===== config.mk =====
export PLATFORM = sky130hd
export DESIGN_NAME = robot_step_scheduler
export DESIGN_NICKNAME = d
export VERILOG_FILES = /design/src/rtl/robot_step_scheduler.sv
export SDC_FILE = /design/constraint.sdc
export NUM_CORES = 1
export LEC_CHECK = 0
export BUFFER_PORTS_ARGS = -buffer_cell sky130_fd_sc_hd__clkbuf_2
export CAP_MARGIN = 20
export CELL_PAD_IN_SITES_DETAIL_PLACEMENT = 0
export CELL_PAD_IN_SITES_GLOBAL_PLACEMENT = 1
export CORE_MARGIN = 10
export CORE_UTILIZATION = 36
export CTS_BUF_LIST = sky130_fd_sc_hd__clkbuf_16
export DETAILED_ROUTE_END_ITERATION = 10
export PLACE_DENSITY_LB_ADDON = 0.1
export SLEW_MARGIN = 20
export SYNTH_ARGS = -nofsm -noshare
export SYNTH_HDL_FRONTEND = slang
export SYNTH_SLANG_ARGS = --single-unit
export TNS_END_PERCENT = 5

===== constraint.sdc =====
create_clock -name clk -period 1.5 [get_ports clk]
set_input_delay 0.3 -clock clk [delete_from_list [all_inputs] [get_ports clk]]
set_output_delay 0.3 -clock clk [all_outputs]
set_load 0.02 [all_outputs]

===== src/rtl/robot_step_scheduler.sv =====
// Move sequencer around the wall-following robot FSM: settle/latch sensors, take the
// robot's front/rotate decision, hand it to the motor over valid/ready, step the robot once per move.
module robot_step_scheduler #(
  parameter int MOVE_W    = 8,
  parameter int MAX_MOVES = 200,
  parameter int TRAP_ROT  = 4,
  parameter int SETTLE    = 2
) (
  input  logic              clk,
  input  logic              rst,
  input  logic              start,
  input  logic              head_in,
  input  logic              left_in,
  input  logic              front,
  input  logic              rotate,
  output logic              robot_head,
  output logic              robot_left,
  output logic              robot_step,
  output logic              mv_valid,
  output logic [1:0]        mv_cmd,
  input  logic              mv_ready,
  output logic [MOVE_W-1:0] move_count,
  output logic              busy,
  output logic              done,
  output logic              trapped,
  output logic              fault
);

  localparam int SW = $clog2(SETTLE + 1);
  localparam int RW = $clog2(TRAP_ROT + 1);
  localparam logic [SW-1:0]     SETTLE_INIT = SW'(SETTLE);
  localparam logic [RW-1:0]     ROT_LAST    = RW'(TRAP_ROT - 1);
  localparam logic [MOVE_W-1:0] MOVE_LAST   = MOVE_W'(MAX_MOVES - 1);

  typedef enum logic [2:0] {
    S_IDLE, S_SENSE, S_DECIDE, S_CMD, S_DONE, S_TRAP, S_FAULT
  } state_t;

  state_t        state, state_n;
  logic [SW-1:0] settle;
  logic [RW-1:0] rot_run;

  logic accept, is_rot, rot_hit, budget_hit, settle_last, dec_ok;

  assign accept      = (state == S_CMD) && mv_ready;
  assign is_rot      = (mv_cmd == 2'b10);
  assign rot_hit     = is_rot && (rot_run == ROT_LAST);
  assign budget_hit  = (move_count == MOVE_LAST);
  assign settle_last = (settle == SW'(1));
  assign dec_ok      = front ^ rotate;

  always_ff @(posedge clk) begin
    if (rst) state <= S_IDLE;
    else     state <= state_n;
  end

  always_comb begin
    state_n = state;
    case (state)
      S_IDLE, S_DONE, S_TRAP, S_FAULT: if (start) state_n = S_SENSE;
      S_SENSE:  if (settle_last) state_n = S_DECIDE;
      S_DECIDE: state_n = dec_ok ? S_CMD : S_FAULT;
      S_CMD: begin
        // trap outranks budget when both land on the same move
        if (mv_ready) begin
          if (rot_hit)         state_n = S_TRAP;
          else if (budget_hit) state_n = S_DONE;
          else                 state_n = S_SENSE;
        end
      end
      default: state_n = S_IDLE;
    endcase
  end

  always_comb begin
    mv_valid   = (state == S_CMD);
    robot_step = accept && !rst;
    busy       = (state == S_SENSE) || (state == S_DECIDE) || (state == S_CMD);
    done       = (state == S_DONE);
    trapped    = (state == S_TRAP);
    fault      = (state == S_FAULT);
  end

  always_ff @(posedge clk) begin
    if (rst) begin
      settle     <= '0;
      rot_run    <= '0;
      move_count <= '0;
      robot_head <= 1'b0;
      robot_left <= 1'b0;
      mv_cmd     <= 2'b00;
    end else begin
      case (state)
        S_IDLE, S_DONE, S_TRAP, S_FAULT: begin
          if (start) begin
            move_count <= '0;
            rot_run    <= '0;
            settle     <= SETTLE_INIT;
          end
        end
        S_SENSE: begin
          settle <= settle - 1'b1;
          if (settle_last) begin
            robot_head <= head_in;
            robot_left <= left_in;
          end
        end
        S_DECIDE: begin
          if (front && !rotate)      mv_cmd <= 2'b01;
          else if (rotate && !front) mv_cmd <= 2'b10;
        end
        S_CMD: begin
          if (mv_ready) begin
            move_count <= move_count + 1'b1;
            rot_run    <= is_rot ? rot_run + 1'b1 : '0;
            settle     <= SETTLE_INIT;
          end
        end
        default: ;
      endcase
    end
  end

endmodule

==> results by group, run 1 <==
Outcome
  • Status: finished, violations left
  • Failing checks: negative setup slack

Critical path
  • Critical Path AT: 1220 ps
  • Worst EP required: 1200 ps
  • Most Frequent Cell on Critical Path: buf_6
  • Crit path kind: flip-flop to primary output
  • Crit start category: flip-flop
  • CP max stage delay: ~330 ps
  • CP cell instances: buf_6, nand4b_1, buf_6, nor2_4, buf_8
  • Crit end category: primary output
  • Max FO, Critical Path: 4
  • Slowest CP cell: dfxtp_2

Timing
  • Worst-Margin Slew: 369 ps
  • Final setup vio count: 1
  • PnR worst setup slack: -24.5 ps
  • Fmax: around 660 MHz
  • Post-layout min period: roughly 1500 ps
  • Slew HR: between 70% and 80%
  • Final Hold Viols: 0
  • Unrepaired setup endpoints after global routing: true
  • Final Skew: 3.17 ps
  • Ratio of final minimum period to clock period: 102%
  • Max-slew violations: 0

Synth
  • Mux contribution to synthesized area: 5.53%
  • Synth Cell Area: ~1300 sq um
  • Area leader, netlist: dfxtp_1
  • Number of synthesized flops with an enable pin: 0
  • Sequential area share after synthesis: 31.6%
  • Post-synth top area share: between 30% and 40%
  • Syn_nets: around 170
  • Simple-gate portion of the synthesized area: 29.1%
  • Netlist cell types: 44
  • Synth Area in XOR/XNOR: 0%
  • Cell count after synthesis: 153
  • Leading post-synthesis cells by cell area: dfxtp_1 32%, a21oi_1 6.3%, mux2i_1 5.5%, ha_1 4.9%, nand3_1 3.9%
  • Synth cell count leaders: 20 x dfxtp_1, 16 x a21oi_1, 11 x nor2_1
  • Adder-Cell Fraction of Synth Area: 4.94%
  • Yosys reg bits: 20
  • Synth Area in Compound Gates: 21.6%
  • Largest family of logic cells by synthesized area: simple AND/OR/NAND/NOR gates
  • Most common cell in the synthesized netlist: dfxtp_1
  • Async SR Flop Fraction: 0%
  • Syn avg cell area: 8.28 sq um
  • Top_reg_cell synth: dfxtp_1
  • Synth warn: 0

Final layout
  • Area growth from synthesis to layout: 36.4%
  • Share of cells above drive strength 1: a little over a third
  • Antenna diodes: 0
  • Finished Layout Cells: about 240
  • Fin nets: roughly 210

Power and ir drop
  • Power, Total: 0.00136 W
  • Worst VDD drop: approximately 0.52 mV
  • PwrDens: 789 nW/um^2
  • Leakage: slightly above 0.7 nW

Route
  • Max layer used: met4
  • WL per Instance: between 10 and 15 um
  • M1 WL: 1.66 mm
  • Routed vias: roughly 1,300
  • Total wire length: 3.41 mm
  • Met3 WL: between 100 and 150 um
  • Initial detailed-routing violation count: 51
  • DRC violation count after routing: 0
  • Via density: about 5.3
  • ANT nets after route: 0
  • Routed wl met2: 1.56 mm
  • TritonRoute pass-1 iters: 4

Min path
  • Worst min path class: primary input to flip-flop

GRT
  • Initial antenna violation count: 0
  • First-pass GRT wire length: approximately 6 mm
  • Largest net degree at the start of global routing: 19
  • Number of global-route vias before repair: 1,261
  • GRT Util Overall: 11.4%
  • Global route overflow: 0

Die
  • I/O pin total: 26
  • Core area: ~3400 sq um
  • Die height: 79.3 um
  • Die W: 79.3 um
  • Core Rows: 21
  • Die area: between 6000 and 7000 sq um
  • Starting density of the core: a little under two fifths

Clock network
  • CTS tree: done
  • H-tree depth: 1
  • Root Buffer Master: clkbuf_16
  • Total CTS buffers: 3
  • Deepest clock path buffer count: 2
  • Skew-Pair Late Insertion Delay: ~250 ps
  • CTS sink cnt: 20
  • Worst-path clk slew: roughly 60 ps

Placement
  • Placed cells: around 230
  • Global placer's final weighted congestion: about 0.78
  • Detailed placer's ending HPWL: roughly 2.5 mm
  • IO buf count: 25

Flow run
  • Max_cap viols: 0
## sequential cells by signal, summed over array words and instances, names as in the netlist
name,flops
settle,2
robot_left,1
robot_head,1
move_count,8
rot_run,3
state,3
mv_cmd,2
## cells in the final DEF (no fill, tap or decap), types with 6 or more instances in the layout
master	n
mux2i_1	7
nand2_1	9
buf_4	19
dfxtp_1	17
a21oi_1	15
nor2_1	10
nand3b_1	6
clkbuf_2	21
nand3_1	10
inv_1	9
## critical path: cells and delay by family, from the launching register on
family | cells | cell delay (ps)
buffers and inverters | 3 | 380
DFF | 1 | 330
and+or+nand+nor | 2 | 260
## routing by layer
layer  track usage (%)  up-vias
met2              18.1       14
met5                 0        -
met3              3.27        4
met1              14.1      595
li1                  -      644
met4              4.30        0
## final timing paths
kind              depth (start not counted)       start          to  slack (ps)
hold reg to reg                           2  robot_left  robot_left         460
setup / recovery                          5    state[2]  robot_step         -20
hold / removal                            3     left_in  robot_left         270
setup reg to reg                          6    state[2]  rot_run[0]          20
## what timing repair did
item,4_1_cts,5_1_grt
endpoints found under the setup margin,5,18
resized for setup,10,19
buffers inserted,4,0
pin swaps,1,3
hold buffers,0,0
## power breakdown
part,switching [W],internal (W),total [W]
sequential,0.0000138,0.000547,0.000561
combinational,0.000132,0.000115,0.000247
clock,0.000204,0.000352,0.000556
## logic make-up (layout without fill, tap and decap cells)
group,Yosys count,after routing
AOI/OAI and AO/OA,39,39
adders and majority gates,5,5
buffers and inverters,20,60
DFF,20,20
muxes,7,7
and+or+nand+nor,62,62
## metrics by stage
| stage | TNS, ps | utilization, % | area (sq um) | setup WS, ps | hold WS, ps |
|---|---|---|---|---|---|
| final | -24.5 | 51.4 | 1730 | -24.5 | 272 |
| after CTS | -61.4 | 49.8 | 1670 | -41.5 | 268 |
| after floorplan | 0 | - | 1270 | 8.82 | 436 |
| after global placement | 0 | 45.6 | 1530 | 35.1 | 445 |
| after detailed placement | -9.35 | 45.6 | 1530 | -9.35 | 450 |
| after global routing | -199 | 51.4 | 1730 | -64.5 | 289 |
## area by class of cell
type	instances	area, sq um
Multi-Input combinational cell	113	825
Clock buffer	3	75.1
Tap cell	46	57.6
Fill cell	354	1630
Inverter	10	37.5
Timing Repair Buffer	47	328
Sequential cell	20	407
Power figures use the tool's default switching activity.
==> run 2, diff against run 1 <==
Settings changed: ABC_AREA from default to 1, CORE_UTILIZATION 36 to 37, PLACE_DENSITY_LB_ADDON 0.1 to 0.2.
Clock period 1.5 ns to 1.62 ns, I/O delays scaled along.
==> results by group, run 2 <==
Outcome
  • Status: finished clean

Timing
  • Slew HR: 78.7%
  • Post-layout min period: 1540 ps
  • Fmax: roughly 650 MHz
  • Unrepaired setup endpoints after global routing: false
  • Setup TNS: 0 ps
  • Final Skew: 4.00 ps
  • Ratio of final minimum period to clock period: about 95%
  • Max-slew violations: 0
  • Final Hold Viols: 0
  • Final setup vio count: 0
  • Worst-Margin Slew: 318 ps

Final layout
  • Sequential cell area: 403 sq um
  • Area growth from synthesis to layout: 24.8%
  • Finished Layout Cells: approximately 260
  • Most frequent cells in the layout: 59 x nand2_1, 26 x nor2_1, 25 x inv_1
  • Max FFs per register: 8
  • Fin nets: roughly 230
  • Share of cells above drive strength 1: 22.7%
  • Largest Register: move_count
  • Antenna diodes: 0
  • Commonest non-fill, non-tap cell in the layout: nand2_1
  • Largest registers: move_count (8), rot_run (3), state (3)
  • Filler cell count: roughly 350
  • Footprint of the multi-input gates: just over 700 sq um

Placement
  • Global placer's final weighted congestion: 0.810
  • Detailed placer's ending HPWL: roughly 2.3 mm
  • IO buf count: 25
  • Placed cells: approximately 260

Min path
  • Hold Path End: robot_head
  • Hold path startpoint: head_in
  • Worst min path class: primary input to flip-flop
  • Worst hold stages: 3

Clock network
  • Number of hold buffers added after cts: 0
  • Skew-Pair Late Insertion Delay: 250 ps
  • Worst-path clk slew: approximately 50 ps
  • CTS tree: done
  • Root Buffer Master: clkbuf_16
  • Deepest clock path buffer count: 2
  • CTS sink cnt: 20
  • Total CTS buffers: 3
  • H-tree depth: 1

Power and ir drop
  • Leakage: around 0.73 nW
  • Worst VDD drop: 0.506 mV
  • PwrDens: 1370 nW/um^2

Die
  • Starting density of the core: a little under 40%
  • Die W: between 70 and 80 um
  • Die area: between 5000 and 6000 sq um
  • I/O pin total: 26
  • Die height: approximately 77 um
  • Core area: approximately 3100 sq um
  • Core Rows: 20

Critical path
  • Crit path kind: flip-flop to primary output
  • Max FO, Critical Path: 7
  • CP max stage delay: slightly below 400 ps
  • Critical R2R Launch: state[0]
  • Critical Path AT: 1210 ps
  • Crit start category: flip-flop
  • R2R depth: 8
  • CP cell instances: nand2_4, nor2_8, inv_2, nor3_2, buf_2
  • Crit end category: primary output
  • Slowest CP cell: dfxtp_2
  • Worst r2r dst: rot_run[1]
  • Worst Setup SP: state[1]
  • Worst EP required: ~1300 ps
  • FF-to-FF setup slack: ~160 ps

GRT
  • Initial antenna violation count: 0
  • Largest net degree at the start of global routing: 12
  • Number of global-route vias before repair: 1,142
  • Global route overflow: 0
  • GRT Util Overall: 10.1%
  • First-pass GRT wire length: 5.15 mm

Synth
  • Post-synth top area share: 32.9%
  • Syn_nets: 200
  • Cell count after synthesis: around 190
  • Leading post-synthesis cells by cell area: dfxtp_1 33%, nand2_1 18%, nor2_1 8.0%, inv_1 7.7%, a21oi_1 6.2%
  • Top_reg_cell synth: dfxtp_1
  • Async SR Flop Fraction: 0%
  • Sequential area share after synthesis: between 30 and 40%
  • Yosys reg bits: 20
  • Number of synthesized flops with an enable pin: 0
  • Netlist cell types: 26
  • Area leader, netlist: dfxtp_1
  • Synth warn: 0
  • Synth Cell Area: around 1200 sq um
  • Syn avg cell area: between 6 and 7 sq um
  • Synth cell count leaders: 59 x nand2_1, 26 x nor2_1, 25 x inv_1
  • Most common cell in the synthesized netlist: nand2_1

Route
  • ANT nets after route: 0
  • TritonRoute pass-1 iters: 4
  • Routed vias: 1,180
  • DRC violation count after routing: 0
  • Via density: around 4.5
  • WL per Instance: around 11 um
  • Total wire length: 2.95 mm
  • Initial detailed-routing violation count: 67

Flow run
  • Max_cap viols: 0
[run 2: cell count changes in the layout (fill, tap and decap cells not counted), sizes merged, moves of 4 or more]
cell    delta
nand2     +54
buf       -19
inv       +17
nor2      +17
mux2i      -7
or3b       -5
and3       -4
nand3b     -4
[run 2: what timing repair did]
| item | 4_1_cts | 5_1_grt |
|---|---|---|
| gates resized for setup | 1 | 3 |
| endpoints found under the hold margin | 0 | 0 |
| pin swaps | 1 | 0 |
| buffers inserted | 2 | 0 |
| endpoints found under the setup margin | 1 | 2 |
[run 2: cell type report]
type / instances / share of cell area, %
clock buffer: 3 / 4.95
clock inverter: 1 / 0.247
inverter: 27 / 6.68
multi-input combinational: 138 / 46.7
sequential: 20 / 26.5
tap: 44 / 3.63
timing repair buffer: 31 / 11.2
[run 2: power by group]
part / leakage [nW] / total [W] / switching, W / internal, W
registers: 0.164 / 0.000650 / 0.0000644 / 0.000585
logic: 0.525 / 0.000911 / 0.000596 / 0.000315
clock network: 0.0385 / 0.000517 / 0.000188 / 0.000329
total: 0.727 / 0.00208 / 0.000849 / 0.00123
[run 2: how the worst max path moves through the flow]
stage | to | slack (ps) | depth (start not counted)
after floorplan | robot_step | 150 | 5
after global routing | busy | 20 | 4
final | robot_step | 80 | 5
after detailed placement | robot_step | 110 | 5
after global placement | robot_step | 170 | 5
after CTS | robot_step | 20 | 5
[run 2: kinds of logic (layout without fill, tap and decap cells)]
logic type | Yosys count | after routing | synth area share (%)
XOR/XNOR | 2 | 2 | 1.44
buffers and inverters | 29 | 62 | 9.57
AND/OR/NAND/NOR | 110 | 110 | 41.7
adder cells (fa/ha/maj) | 5 | 5 | 5.14
AO/OA/AOI/OAI | 21 | 21 | 9.26
flip-flops | 20 | 20 | 32.9
[run 2: critical path, delay by kind of cell (launching register included)]
| family | cells | cell delay, ps |
|---|---|---|
| and+or+nand+nor | 3 | 320 |
| DFF | 1 | 390 |
| buffers and inverters | 2 | 250 |
[run 2: routing by layer]
layer | vias to the layer above | wire length [um] | global-route usage [%] | part of all wire [%]
li1 | 646 | - | - | -
met1 | 507 | 1490 | 12.8 | 50
met2 | 23 | 1290 | 15.6 | 44
met3 | 4 | 142 | 3.11 | 4.8
met4 | 0 | 34 | 4.01 | 1.2
met5 | - | 0 | 0 | 0
[run 2: through the flow]
stage                     power, W  utilization [%]  hold slack, ps  worst slack (ps)  cell area (sq um)
after floorplan            0.00134                -             393               151               1220
after global placement     0.00154             45.6             452               166               1420
after detailed placement   0.00155             45.6             464               113               1420
after CTS                  0.00209             48.7             327              22.5               1510
after global routing       0.00226             48.9             356              23.3               1520
final                      0.00208             48.9             321              81.7               1520
==> run 3, diff against run 2 <==
Settings changed: PLACE_DENSITY_LB_ADDON 0.2 to 0.1, SKIP_LAST_GASP from default to 1.
==> results by group, run 3 (synthesized netlist as in run 2, its figures left out) <==
Outcome
  • Status: finished clean

Power and ir drop
  • Worst VDD drop: roughly 0.65 mV
  • Power, Total: 0.00223 W
  • PwrDens: between 1000 and 1500 nW/um^2
  • Leakage: between 0.7 and 0.8 nW

Timing
  • Post-layout min period: around 1500 ps
  • Worst-Margin Slew: 303 ps
  • Final Hold Viols: 0
  • Ratio of final minimum period to clock period: a little over nine tenths
  • Fmax: 655 MHz
  • Final setup vio count: 0
  • Max-slew violations: 0
  • Slew HR: approximately four fifths
  • WHS: 324 ps
  • Final Skew: approximately 5.2 ps

Clock network
  • Deepest clock path buffer count: 2
  • Skew-Pair Late Insertion Delay: 250 ps
  • CTS tree: done
  • Root Buffer Master: clkbuf_16
  • H-tree depth: 1
  • Worst-path clk slew: 60 ps
  • Total CTS buffers: 3
  • Number of hold buffers added after cts: 0
  • CTS sink cnt: 20

Critical path
  • Crit start category: flip-flop
  • Crit-path leading delay family: flip-flops
  • Worst EP required: 1300 ps
  • Slowest CP cell: dfxtp_2
  • Crit path kind: flip-flop to primary output
  • Max FO, Critical Path: 7
  • FF-to-FF setup slack: roughly 180 ps
  • CP cell instances: nand2_4, nor2_8, inv_2, nor3_2, buf_4
  • R2R depth: 8
  • Worst path bufs/invs: 2
  • Critical Path AT: approximately 1200 ps
  • Crit path depth: 5
  • CP max stage delay: approximately 380 ps
  • Crit end category: primary output

Route
  • Met3 WL: 168 um
  • Via density: roughly 4.5
  • M1 WL: roughly 1.4 mm
  • WL per Instance: approximately 11 um
  • Routed vias: ~1,200
  • Initial detailed-routing violation count: 71
  • Total wire length: slightly below 3 mm
  • Max layer used: met4
  • TritonRoute pass-1 iters: 4
  • Routed wl met2: 1.33 mm
  • ANT nets after route: 0
  • DRC violation count after routing: 0

Final layout
  • Commonest non-fill, non-tap cell in the layout: nand2_1
  • Largest registers: move_count (8), rot_run (3), state (3)
  • Filler cell count: around 360
  • Sequential cell area: 403 sq um
  • Antenna diodes: 0
  • Max FFs per register: 8
  • Area growth from synthesis to layout: 27.2%
  • Fin nets: approximately 230
  • Most frequent cells in the layout: 59 x nand2_1, 26 x nor2_1, 25 x inv_1
  • Largest Register: move_count
  • Footprint of the multi-input gates: 709 sq um
  • Share of cells above drive strength 1: a little under a quarter

GRT
  • GRT Util Overall: 10.0%
  • Largest net degree at the start of global routing: 13
  • Number of global-route vias before repair: around 1,100
  • Initial antenna violation count: 0
  • First-pass GRT wire length: roughly 5.2 mm
  • Global route overflow: 0

Die
  • Die height: 77.3 um
  • I/O pin total: 26
  • Starting density of the core: between 30 and 40%
  • Core area: 3100 sq um
  • Core Rows: 20
  • Die W: between 70 and 80 um
  • Die area: about 6000 sq um

Placement
  • IO buf count: 25
  • Global placer's final weighted congestion: between 0.7 and 0.8
  • Detailed placer's ending HPWL: about 2.4 mm

Min path
  • Worst min path class: primary input to flip-flop
  • Worst hold stages: 3

Flow run
  • Max_cap viols: 0
[run 3: what timing repair did]
item                                    in CTS  in global routing
gates resized for setup                      1                  4
pin swaps                                    1                  0
endpoints found under the setup margin       1                  2
buffers inserted                             2                  0
[run 3: metal layers]
layer / global-route usage (%) / vias up
met4: 2.74 / 0
li1: - / 646
met1: 13.2 / 502
met3: 2.88 / 4
met5: 0 / -
met2: 15.6 / 24
[run 3: through the flow]
step | std cells | cell area [sq um] | util (%) | worst slack, ps | setup TNS (ps)
floorplan | 187 | 1220 | - | 151 | 0
global placement | 258 | 1420 | 45.6 | 161 | 0
detailed placement | 258 | 1420 | 45.6 | 116 | 0
CTS | 264 | 1540 | 49.6 | 17.4 | 0
global route | 264 | 1550 | 49.8 | -17.7 | -17.7
finish | 264 | 1550 | 49.8 | 92.6 | 0
[run 3: final cells by class]
class / instances / area share [%]
Multi-Input combinational cell: 138 / 45.9
Clock inverter: 1 / 1.94
Inverter: 27 / 6.55
Clock buffer: 3 / 4.85
Tap cell: 44 / 3.56
Timing Repair Buffer: 31 / 11.2
Sequential cell: 20 / 26.1
[run 3: path summary, 6_finish.rpt]
kind | startpoint | end
setup / recovery | state[1] | robot_step
hold / removal | left_in | robot_left
setup reg to reg | state[0] | rot_run[1]
hold reg to reg | mv_cmd[1] | mv_cmd[1]
[run 3: power by group]
part	total [W]	leakage (nW)	internal (W)	switching, W
Sequential	0.000649	0.164	0.000585	0.0000632
Clock	0.000679	0.0511	0.000490	0.000189
Combinational	0.000902	0.525	0.000313	0.000588
[run 3: worst register-to-register path, stage by stage, from the launching register on]
cell and delay, ps:
dfxtp_1 330, buf_4 170, o21ai_2 230, nand2_1 180
nand2_2 110, nand3_4 130, nand2_1 100, nand2_1 50
nor2_1 90
